## src/rtl/issue_scoreboard.sv

```systemverilog
// issue_scoreboard: holds decode issue on RAW/WAW hazards against in-flight long-latency ops and drains them before serial ops
module issue_scoreboard #(
  parameter int REG_NUM = 32,
  parameter int REG_AW = 5,
  parameter int MAX_OUTST = 4,
  parameter int CNT_W = 3,
  parameter int STALL_W = 32
) (
  input  logic               clk,
  input  logic               rst,
  input  logic               dec_vld_i,
  input  logic [REG_AW-1:0]  dec_rs1_i,
  input  logic [REG_AW-1:0]  dec_rs2_i,
  input  logic [REG_AW-1:0]  dec_rd_i,
  input  logic               dec_rd_vld_i,
  input  logic               dec_long_i,
  input  logic               dec_serial_i,
  input  logic               lu_wb_vld_i,
  input  logic [REG_AW-1:0]  lu_wb_rd_i,
  input  logic               flush_i,
  output logic               issue_rdy_o,
  output logic               issue_vld_o,
  output logic [REG_NUM-1:0] busy_o,
  output logic [CNT_W-1:0]   outst_cnt_o,
  output logic [STALL_W-1:0] stall_cnt_o,
  output logic               err_o
);
  localparam logic [0:0] RUN = 1'b0;
  localparam logic [0:0] DRAIN = 1'b1;
  logic [REG_NUM-1:0] busy, busy_m, set_v, clr_v, busy_n;
  logic [CNT_W-1:0] cnt;
  logic [STALL_W-1:0] stall;
  logic [0:0] state;
  logic err, haz, rdy, iv, long_iss, wb_ok;
  assign busy_m = {busy[REG_NUM-1:1], 1'b0};
  assign haz = busy_m[dec_rs1_i] | busy_m[dec_rs2_i] | (dec_rd_vld_i & busy_m[dec_rd_i]);
  always_comb begin
    rdy = (rst | flush_i) ? 1'b0
        : (state == DRAIN) ? (cnt == '0) & ~haz
        : ~haz & ~(dec_long_i & (cnt == CNT_W'(MAX_OUTST))) & ~(dec_serial_i & (cnt != '0));
    iv = dec_vld_i & rdy;
    long_iss = iv & dec_long_i;
    wb_ok = lu_wb_vld_i & (cnt != '0) & (busy_m[lu_wb_rd_i] | (lu_wb_rd_i == '0));
    set_v = (long_iss & dec_rd_vld_i) ? REG_NUM'(1) << dec_rd_i : '0;
    clr_v = wb_ok ? REG_NUM'(1) << lu_wb_rd_i : '0;
    busy_n = (busy & ~clr_v) | set_v;
  end
  always_ff @(posedge clk) begin
    if (rst) begin
      busy <= '0;
      cnt <= '0;
      stall <= '0;
      err <= 1'b0;
      state <= RUN;
    end else if (flush_i) begin
      busy <= '0;
      cnt <= '0;
      state <= RUN;
    end else begin
      busy <= {busy_n[REG_NUM-1:1], 1'b0};
      cnt <= cnt + CNT_W'(long_iss) - CNT_W'(wb_ok);
      if (dec_vld_i & ~rdy & ~&stall) stall <= stall + 1'b1;
      if (lu_wb_vld_i & ~wb_ok) err <= 1'b1;
      state <= (state == RUN) ? ((dec_vld_i & dec_serial_i & (cnt != '0)) ? DRAIN : RUN)
             : (iv ? RUN : DRAIN);
    end
  end
  assign issue_rdy_o = rdy;
  assign issue_vld_o = iv;
  assign busy_o = busy;
  assign outst_cnt_o = cnt;
  assign stall_cnt_o = stall;
  assign err_o = err;
endmodule

```

## config.mk

```make
export PLATFORM = sky130hd
export DESIGN_NAME = issue_scoreboard
export DESIGN_NICKNAME = d
export VERILOG_FILES = /design/src/rtl/issue_scoreboard.sv
export SDC_FILE = /design/constraint.sdc
export NUM_CORES = 1
export LEC_CHECK = 0
export BUFFER_PORTS_ARGS = -buffer_cell sky130_fd_sc_hd__buf_2
export CAP_MARGIN = 0
export CORE_MARGIN = 4
export CORE_UTILIZATION = 59
export DETAILED_ROUTE_END_ITERATION = 12
export PLACE_DENSITY = 0.86
export SLEW_MARGIN = 20
export SYNTH_ARGS = -nofsm -noshare
export SYNTH_HDL_FRONTEND = slang
export SYNTH_SLANG_ARGS = --single-unit
```

## constraint.sdc

```tcl
create_clock -name clk -period 7.3 [get_ports clk]
set_input_delay 0.365 -clock clk [delete_from_list [all_inputs] [get_ports clk]]
set_output_delay 0.365 -clock clk [all_outputs]
set_load 0.1 [all_outputs]
```

* Word-level counts from Yosys, hierarchy flattened *
Index checks and enable logic that the tools add are counted.

operators by class
  bitwise logic cells = 29
  multiplexer cells = 15
  add/subtract/negate cells = 3
  equality and inequality tests = 1
  shift-type cells = 2
  reductions and logical operators = 8
  order comparisons = 4

operators by type and width
  cell                     count
  $mux W32                 2
  $shl A1 B5 Y32 const A   2
  $add A32 B1 Y32 const B  1
  $and A32 B32 Y32         1
  $not A32 Y32             1
  $or A32 B32 Y32          1
  $reduce_and A32 Y1       1
  $lt A5 B6 Y1 const B     4
  $bmux W1 S5              4
  $and A1 B1 Y1            16
  $mux W1                  9
  $not A1 Y1               6
  $logic_not A5 Y1         1
  $or A1 B1 Y1             4
  $reduce_and A2 Y1        2
  $add A3 B1 Y3            1
  $eq A3 B3 Y1 const B     1
  $logic_not A3 Y1         1
  $reduce_bool A3 Y1       1
  $sub A3 B1 Y3            1
  $reduce_or A2 Y1         1
  $logic_not A1 Y1         1

storage, ports and cells
  output and inout port bits = 70
  word-level logic and storage cells = 68
  register bits = 69
  input port bits = 28

* Longest topological paths before layout *
Gate-level depths: netlist of the first run.

  depth in word-level cells = 14
  mapped depth = 19

* Worst setup path after synthesis of the first run *
No wires, ideal clock.

  path kind = register to register
  start point = register busy[5], in the netlist busy_o[5]
  end point = register cnt[2], in the netlist outst_cnt_o[2]
  path slack = 2.984 ns
  required time = 7.169 ns
  data arrival time = 4.185 ns
  clock period less this slack = 4.316 ns
  path buffers = 2
  stages on the path, launching flop included = 18
  setup time = 0.131 ns
  cell sequence = dfxtp_1 > mux2_1 > a221o_1 > a311oi_1 > nand4_1 > a2111oi_4 > buf_6 > and2_4 > buf_6 > nand2_1 > ha_1 > inv_1 > ha_1 > inv_1 > fa_1 > xor2_1 > xnor2_1 > nor2_1

on the way
  longest elaborated chain between the ends = 13
  elaborated cells on any way between the ends = 23

RTL lines
  element                                        RTL line  RTL
  start, declared                                30        logic [REG_NUM-1:0] busy, busy_m, set_v, clr_v, busy_n;
  start signal, assigned                         60        busy <= {busy_n[REG_NUM-1:1], 1'b0};
  $bmux W1 S5                                    36        assign haz = busy_m[dec_rs1_i] | busy_m[dec_rs2_i] | (dec_rd_vld_i & busy_m[dec_rd_i]);
  $mux W1 (implied by the code)                  36
  $or A1 B1 Y1 or $and A1 B1 Y1 (tied branches)  36
  $or A1 B1 Y1 (*)                               36
  $not A1 Y1 (*)                                 39, 40
  $and A1 B1 Y1 (2 in a row)                     40        : ~haz & ~(dec_long_i & (cnt == CNT_W'(MAX_OUTST))) & ~(dec_serial_i & (cnt != '0));
  $mux W1 (*)                                    39        : (state == DRAIN) ? (cnt == '0) & ~haz
  $mux W1 (*)                                    38        rdy = (rst | flush_i) ? 1'b0
  via issue_rdy_o                                21        output logic issue_rdy_o,
  $and A1 B1 Y1 (*)                              41        iv = dec_vld_i & rdy;
  via issue_vld_o                                22        output logic issue_vld_o,
  $and A1 B1 Y1 (*)                              42        long_iss = iv & dec_long_i;
  $add A3 B1 Y3 (*)                              61        cnt <= cnt + CNT_W'(long_iss) - CNT_W'(wb_ok);
  $sub A3 B1 Y3 (*)                              61
  end signal, assigned                           61
  end, declared                                  31        logic [CNT_W-1:0] cnt;

Mark *: on every way through the listed nets, which the timed path passes. The rest lies on a longest branch. The select of a mux whose other input is x is not followed.
A chain may end at the register's enable or synchronous reset.

* Final worst setup path of the first run *
  start point = register busy[5], in the netlist busy_o[5]
  end point = register cnt[2], in the netlist outst_cnt_o[2]

on the way
  longest elaborated chain between the ends = 13
  elaborated cells on any way between the ends = 23

RTL lines
  element                                        RTL line
  $bmux W1 S5                                    36
  $mux W1 (implied by the code)                  36
  $or A1 B1 Y1 or $and A1 B1 Y1 (tied branches)  36
  $or A1 B1 Y1                                   36
  $not A1 Y1                                     39, 40
  $and A1 B1 Y1 (2 in a row)                     40
  $mux W1                                        39
  $mux W1                                        38
  $and A1 B1 Y1                                  41
  $and A1 B1 Y1                                  42
  $add A3 B1 Y3                                  61
  $sub A3 B1 Y3 (*)                              61

Mark *: on every way between the ends. The rest lies on a longest branch, timed or not. The select of a mux whose other input is x is not followed.

==> results by group, run 1 <==
Yosys
  • Synth Warn #: 0
  • Post-synth top flop: dfxtp_1
  • Cell variety after synth: 62
  • Synth Instances: 474
  • Synth area leader: dfxtp_1
  • Post-synth top cells: dfxtp_1 (68), nor2_1 (32), o21ai_0 (32)
  • Post-Syn Area per Cell: 9.202 µm²
  • Register area share after synthesis: 31.21%
  • Synth top area cells: dfxtp_1 (31%), mux4_2 (12%), mux2i_1 (4.4%), o21ai_0 (3.7%), nand3_1 (2.9%)
  • Top-area cell type share of the netlist area: 31.21%
  • Post-synth EDFFs: 0
  • Most frequent cell after synthesis: dfxtp_1
  • Async set-reset flop share out of synthesis: 0%
  • Syn_nets: 506
  • Post-synthesis cell area: 4362 µm²
  • Number of synthesized register bits: 68

Power
  • Power per standard cell area: 167.8 nW/µm²
  • Max VDD drop: 129.6 µV
  • Clock network power share: 45.1%
  • Sw frac: 25.04%
  • LEAKAGE: 0.001927 µW
  • Seq pwr share: 44.2%
  • Internal: 632.5 µW
  • Switching power: 211.2 µW
  • Logic gate share of total power: 10.6%

Setup path
  • R2r setup slk: 3.33 ns
  • WP data arrival: 4.19 ns
  • Worst setup SP type: register
  • Crit path max fanout: 13
  • Crit. End Element: register
  • Worst Path Required: 7.52 ns
  • Setup CP Type: reg -> reg

Clock network
  • Clk_lat worst skew: 0.35 ns
  • Clock sink count: 68
  • Clk Tree Root Cell: clkbuf_8
  • Worst-path clk slew: 0.07 ns
  • Clock Tree Buf Depth: 2
  • H-tree levels: 3
  • Post-CTS Hold Buffers: 0
  • Post-cts sizing count: 0
  • CTS tree: yes
  • Setup bufs post-CTS: 0
  • CTS buffer count: 9

Floorplanning
  • Core Area: 7214 µm²
  • Die area: 8832 µm²
  • Initial Util: 60.46%
  • Die height: 93.98 µm
  • DIE WIDTH: 93.98 µm
  • Core Rows: 31
  • # IOs: 98

Layout
  • Area grow syn2layout: 15.29%
  • Layout Nets: 581
  • N_diodes: 0
  • Share of layout cells above drive strength 1: 28.57%
  • Post-Route Utilization: 69.70%

Worst hold path
  • Worst Hold Class: in -> reg

Drt
  • WL/cell: 20.57 µm
  • Drt drc: 0
  • Detailed Route Iter0 Violations: 410
  • Final Routed Wirelength: 13410 µm
  • Drt pass-1 iters: 5
  • Vias: 4340
  • Antenna-violating nets left: 0
  • Via-to-Cell Ratio: 6.656

Timing
  • Clock skew: 0.009931 ns
  • Post-route clock period utilization: 54.32%
  • RSZ-0062 raised after global routing: no
  • Slew Viols, Final: 0
  • Fmax: 252.2 MHz
  • Fin crit period: 3.965 ns
  • Worst-Margin Slew: 0.9271 ns
  • Setup Viol. Count Final: 0
  • Final hold vios: 0
  • Final setup TNS: 0 ns
  • Slew margin rel.: 38.19%

Place
  • Hpwl dp: 9520 µm
  • Gpl congestion: 0.9674
  • IO buf count: 96

Global route
  • Total global routing overflow: 0
  • Largest net degree at the start of global routing: 41
  • Vias in the first global route: 4155
  • Global-route wire length before repair: 21540 µm
  • Initial antenna violation count: 0
  • GRT Total Usage: 31.21%

Job
  • Max-Cap Viols: 0

Outcome
  • Outcome: completed
## area by class of cell
class                           instances  area, µm²
Clock inverter                          4      97.59
Inverter                                6      22.52
Tap cell                               99      123.9
Fill cell                             589       2186
Multi-Input combinational cell        367       2794
Sequential cell                        68       1361
Clock buffer                           11      141.4
Timing Repair Buffer                   97      488.0
## per-stage QoR
step / instance area (µm²) / total power [µW] / std cells / setup WS, ns / hold slack, ns
global route: 5029 / 863.1 / 652 / 3.152 / 0.3350
CTS: 5029 / 843.4 / 652 / 3.367 / 0.2900
detailed placement: 4790 / 469.7 / 637 / 3.073 / 0.4479
finish: 5029 / 843.7 / 652 / 3.335 / 0.3038
floorplan: 4362 / 451.2 / 474 / 2.984 / 0.4240
global placement: 4790 / 467.9 / 637 / 3.175 / 0.4367
## state kept, by name (all words and copies together) (netlist names)
signal / count
outst_cnt_o: 3
state: 1
err_o: 1
busy_o: 31
stall_cnt_o: 32
## power by group through the flow
| stage | logic (µW) | clock network, µW | registers (µW) |
|---|---|---|---|
| floorplan | 60.9 | 0 | 390 |
| global placement | 86.1 | 0 | 382 |
| detailed placement | 87.8 | 0 | 382 |
| CTS | 88.4 | 382 | 373 |
| global route | 96.1 | 394 | 373 |
| finish | 89.9 | 381 | 373 |
## per-layer routing
layer / routed length, µm / track usage [%] / part of all wire (%) / up-vias
met4: 540 / 14.80 / 4.0 / 0
met5: 0 / 0 / 0 / -
li1: - / - / - / 1962
met1: 4933 / 38.89 / 37 / 2033
met3: 1427 / 7.532 / 11 / 54
met2: 6510 / 50.68 / 49 / 291
## path summary, 6_finish.rpt
kind	startpoint	endpoint	depth (start not counted)
max	busy_o[5]	outst_cnt_o[2]	15
max reg2reg	busy_o[5]	outst_cnt_o[2]	15
min reg2reg	state	state	1
min	dec_serial_i	state	3
## cell usage in the layout, fill, tap and decap left out, types with 16 or more instances in the layout
master	netlist	layout
nor2_1	32	32
o21ai_0	32	32
mux2i_1	19	19
dfxtp_1	68	68
o22ai_1	16	16
buf_2	9	96
mux4_2	23	23
a21oi_1	20	20
nand2_1	31	31
nand3_1	25	25
## kinds of logic after synthesis
group / synth area share [%]
AO/OA/AOI/OAI: 17.90
adder cells (fa/ha/maj): 1.320
XOR/XNOR: 2.209
multiplexers: 18.04
flip-flops: 31.21
other: 0.08598
AND/OR/NAND/NOR: 24.50
buffers and inverters: 4.733
## critical path: stages, from the launching register on
cell and delay [ns]:
dfxtp_1 0.40, mux2_1 0.34, a221o_1 0.30, a311oi_1 0.26, nand4_1 0.18, a2111oi_4 0.64, and2_4 0.37, nand2_1 0.08
ha_1 0.28, inv_1 0.07, ha_1 0.14, inv_1 0.05, fa_1 0.36, xor2_1 0.18, xnor2_1 0.15, nor2_1 0.05
(Power assumes the default switching activity.)
==> run 2, diff against run 1 <==
- CORE_UTILIZATION: 59 -> 50
- PLACE_DENSITY: 0.86 -> 0.78
- clock period: 7.3 -> 3.6 ns (I/O delays scaled with it)
==> results by group, run 2 (synthesis results as in run 1) <==
Layout
  • Max reg flops: 32 (unchanged)
  • Area grow syn2layout: 19.19%
  • Most frequent cells in the layout: buf_2 (95), dfxtp_1 (34), nor2_1 (32), o21ai_0 (32), nand2_1 (30)
  • Post-Route Utilization: 62.33% (-7.4 points)
  • Sequential cell area: 1441 µm² (+5.9%)
  • Post-route cell area: 5199 µm² (+3.4%)
  • Share of layout cells above drive strength 1: 37.19% (+8.6 points)
  • Filler instances: 713 (+21%)
  • Layout Nets: 589 (+1.4%)
  • Multi-input logic area: 2836 µm² (+1.5%)
  • Commonest non-fill, non-tap cell in the layout: buf_2
  • N_diodes: 0 (unchanged)

Setup path
  • Worst Path Required: 3.84 ns (-3.68 ns)
  • WP data arrival: 3.58 ns (-0.61 ns)
  • Critical Path Max Stage Delay: 0.48 ns (-0.16 ns)
  • Crit. End Element: register
  • Slowest cell on the critical path: mux4_2
  • Worst setup SP type: register
  • Setup CP Type: reg -> reg
  • Crit path max fanout: 6 (-7)
  • Critical path buffers and inverters: 2 (unchanged)
  • Crit-path leading delay family: simple AND/OR/NAND/NOR gates
  • Critical path, cell by cell: mux4_2 > nand2b_4 > a311oi_1 > nand4_1 > a2111oi_4 > and2_4 > nand2_4 > ha_4 > inv_2 > ha_4 > inv_2 > fa_2 > xor2_1 > xnor2_1 > nor2_1

Drt
  • Detailed Route Iter0 Violations: 409 (-0.24%)
  • Vias: 4313 (-0.62%)
  • Final Routed Wirelength: 13360 µm (-0.40%)
  • Via-to-Cell Ratio: 6.466 (-2.9%)
  • Drt pass-1 iters: 5 (unchanged)
  • WL/cell: 20.02 µm (-2.6%)
  • Antenna-violating nets left: 0 (unchanged)
  • Drt drc: 0 (unchanged)

Power
  • LEAKAGE: 0.001987 µW (+3.1%)
  • Sw frac: 29.76% (+4.7 points)
  • Max VDD drop: 241.9 µV (+87%)
  • Seq pwr share: 46.1% (+1.9 points)
  • Power per standard cell area: 311.0 nW/µm² (+85%)
  • Logic gate share of total power: 11.9% (+1.3 points)
  • Internal: 1136 µW (+80%)
  • Switching power: 481.2 µW (+130%)
  • Clock network power share: 42.1% (-3.0 points)

Job
  • Max-Cap Viols: 0 (unchanged)

Timing
  • Slew Viols, Final: 0 (unchanged)
  • Fmax: 299.9 MHz (+19%)
  • Slew margin rel.: 27.03% (-11 points)
  • Clock skew: 0.008092 ns (-0.001840 ns)
  • RSZ-0062 raised after global routing: no
  • Final setup TNS: 0 ns (unchanged)
  • Post-route clock period utilization: 92.63% (+38 points)
  • Worst-Margin Slew: 1.091 ns (+0.1634 ns)
  • Fin crit period: 3.335 ns (-0.6306 ns)
  • Hold_ws: 0.1379 ns (-0.1659 ns)
  • Final hold vios: 0 (unchanged)
  • Setup Viol. Count Final: 0 (unchanged)

Global route
  • Global-route wire length before repair: 21390 µm (-0.70%)
  • Largest net degree at the start of global routing: 40 (-2.4%)
  • Initial antenna violation count: 0 (unchanged)
  • GRT Total Usage: 26.41% (-4.8 points)
  • Vias in the first global route: 4146 (-0.22%)
  • Total global routing overflow: 0 (unchanged)

Floorplanning
  • # IOs: 98 (unchanged)
  • Die area: 10280 µm² (+16%)
  • DIE WIDTH: 101.4 µm (+7.9%)
  • Initial Util: 52.30% (-8.2 points)
  • Die height: 101.4 µm (+7.9%)
  • Core Area: 8341 µm² (+16%)
  • Core Rows: 33 (+6.5%)

Place
  • Gpl congestion: 0.9407 (-2.8%)
  • IO buf count: 96 (unchanged)
  • Area after detailed placement: 4995 µm² (+4.3%)
  • Hpwl dp: 9876 µm (+3.7%)

Worst hold path
  • Worst Hold Class: in -> reg

Clock network
  • Clk_lat worst skew: 0.36 ns (about the same)
  • CTS buffer count: 9 (unchanged)
  • H-tree levels: 3 (unchanged)
  • Worst-path clk slew: 0.08 ns (about the same)
  • Post-cts sizing count: 0 (unchanged)
  • Setup bufs post-CTS: 0 (unchanged)
  • Post-CTS Hold Buffers: 0 (unchanged)
  • CTS tree: yes
  • Clock sink count: 68 (unchanged)
  • Clock Tree Buf Depth: 2 (unchanged)
  • Clk Tree Root Cell: clkbuf_8

Outcome
  • Outcome: completed
run 2: area by class of cell:
| class | instances | share of cell area (%) |
|---|---|---|
| repair buffers | 105 | 10.83 |
| clock buffers | 9 | 2.383 |
| well taps | 105 | 2.527 |
| multi-input cells | 367 | 54.56 |
| clock inverters | 7 | 1.540 |
| flip-flops and latches | 68 | 27.73 |
| inverters | 6 | 0.4332 |
run 2: power groups by stage:
| stage | combinational [µW] | sequential, µW | clock [µW] |
|---|---|---|---|
| 6_report | 192 | 745 | 680 |
| 2_1_floorplan | 128 | 780 | 0 |
| 3_5_place_dp | 189 | 763 | 0 |
| 3_3_place_gp | 186 | 763 | 0 |
| 5_1_grt | 204 | 746 | 724 |
| 4_1_cts | 190 | 745 | 689 |
run 2: worst paths after layout:
check / cells past startpoint / endpoint / slack (ns) / start
max: 15 / outst_cnt_o[2] / 0.27 / busy_o[7]
min: 3 / state / 0.14 / dec_serial_i
max reg2reg: 15 / outst_cnt_o[2] / 0.27 / busy_o[7]
min reg2reg: 1 / state / 0.49 / state
run 2: tightest hold or removal path: cells and delay by family:
kind                   cells  cell delay [ns]
and+or+nand+nor            1             0.08
AOI/OAI and AO/OA          1             0.08
buffers and inverters      1             0.10
run 2: metal layers:
layer	track usage (%)	routed length [µm]	vias to the layer above
met4	7.055	198	0
met5	0	0	-
met1	35.63	5597	2095
met2	42.00	6280	226
li1	-	-	1973
met3	7.163	1279	19
run 2: through the flow:
stage	cells	power [µW]	worst slack, ns
6_report	667	1617	0.2654
5_1_grt	667	1673	0.1451
4_1_cts	667	1624	0.2958
3_5_place_dp	651	952.4	0.2196
3_3_place_gp	651	949.1	0.2717
2_1_floorplan	474	908.2	-0.2168
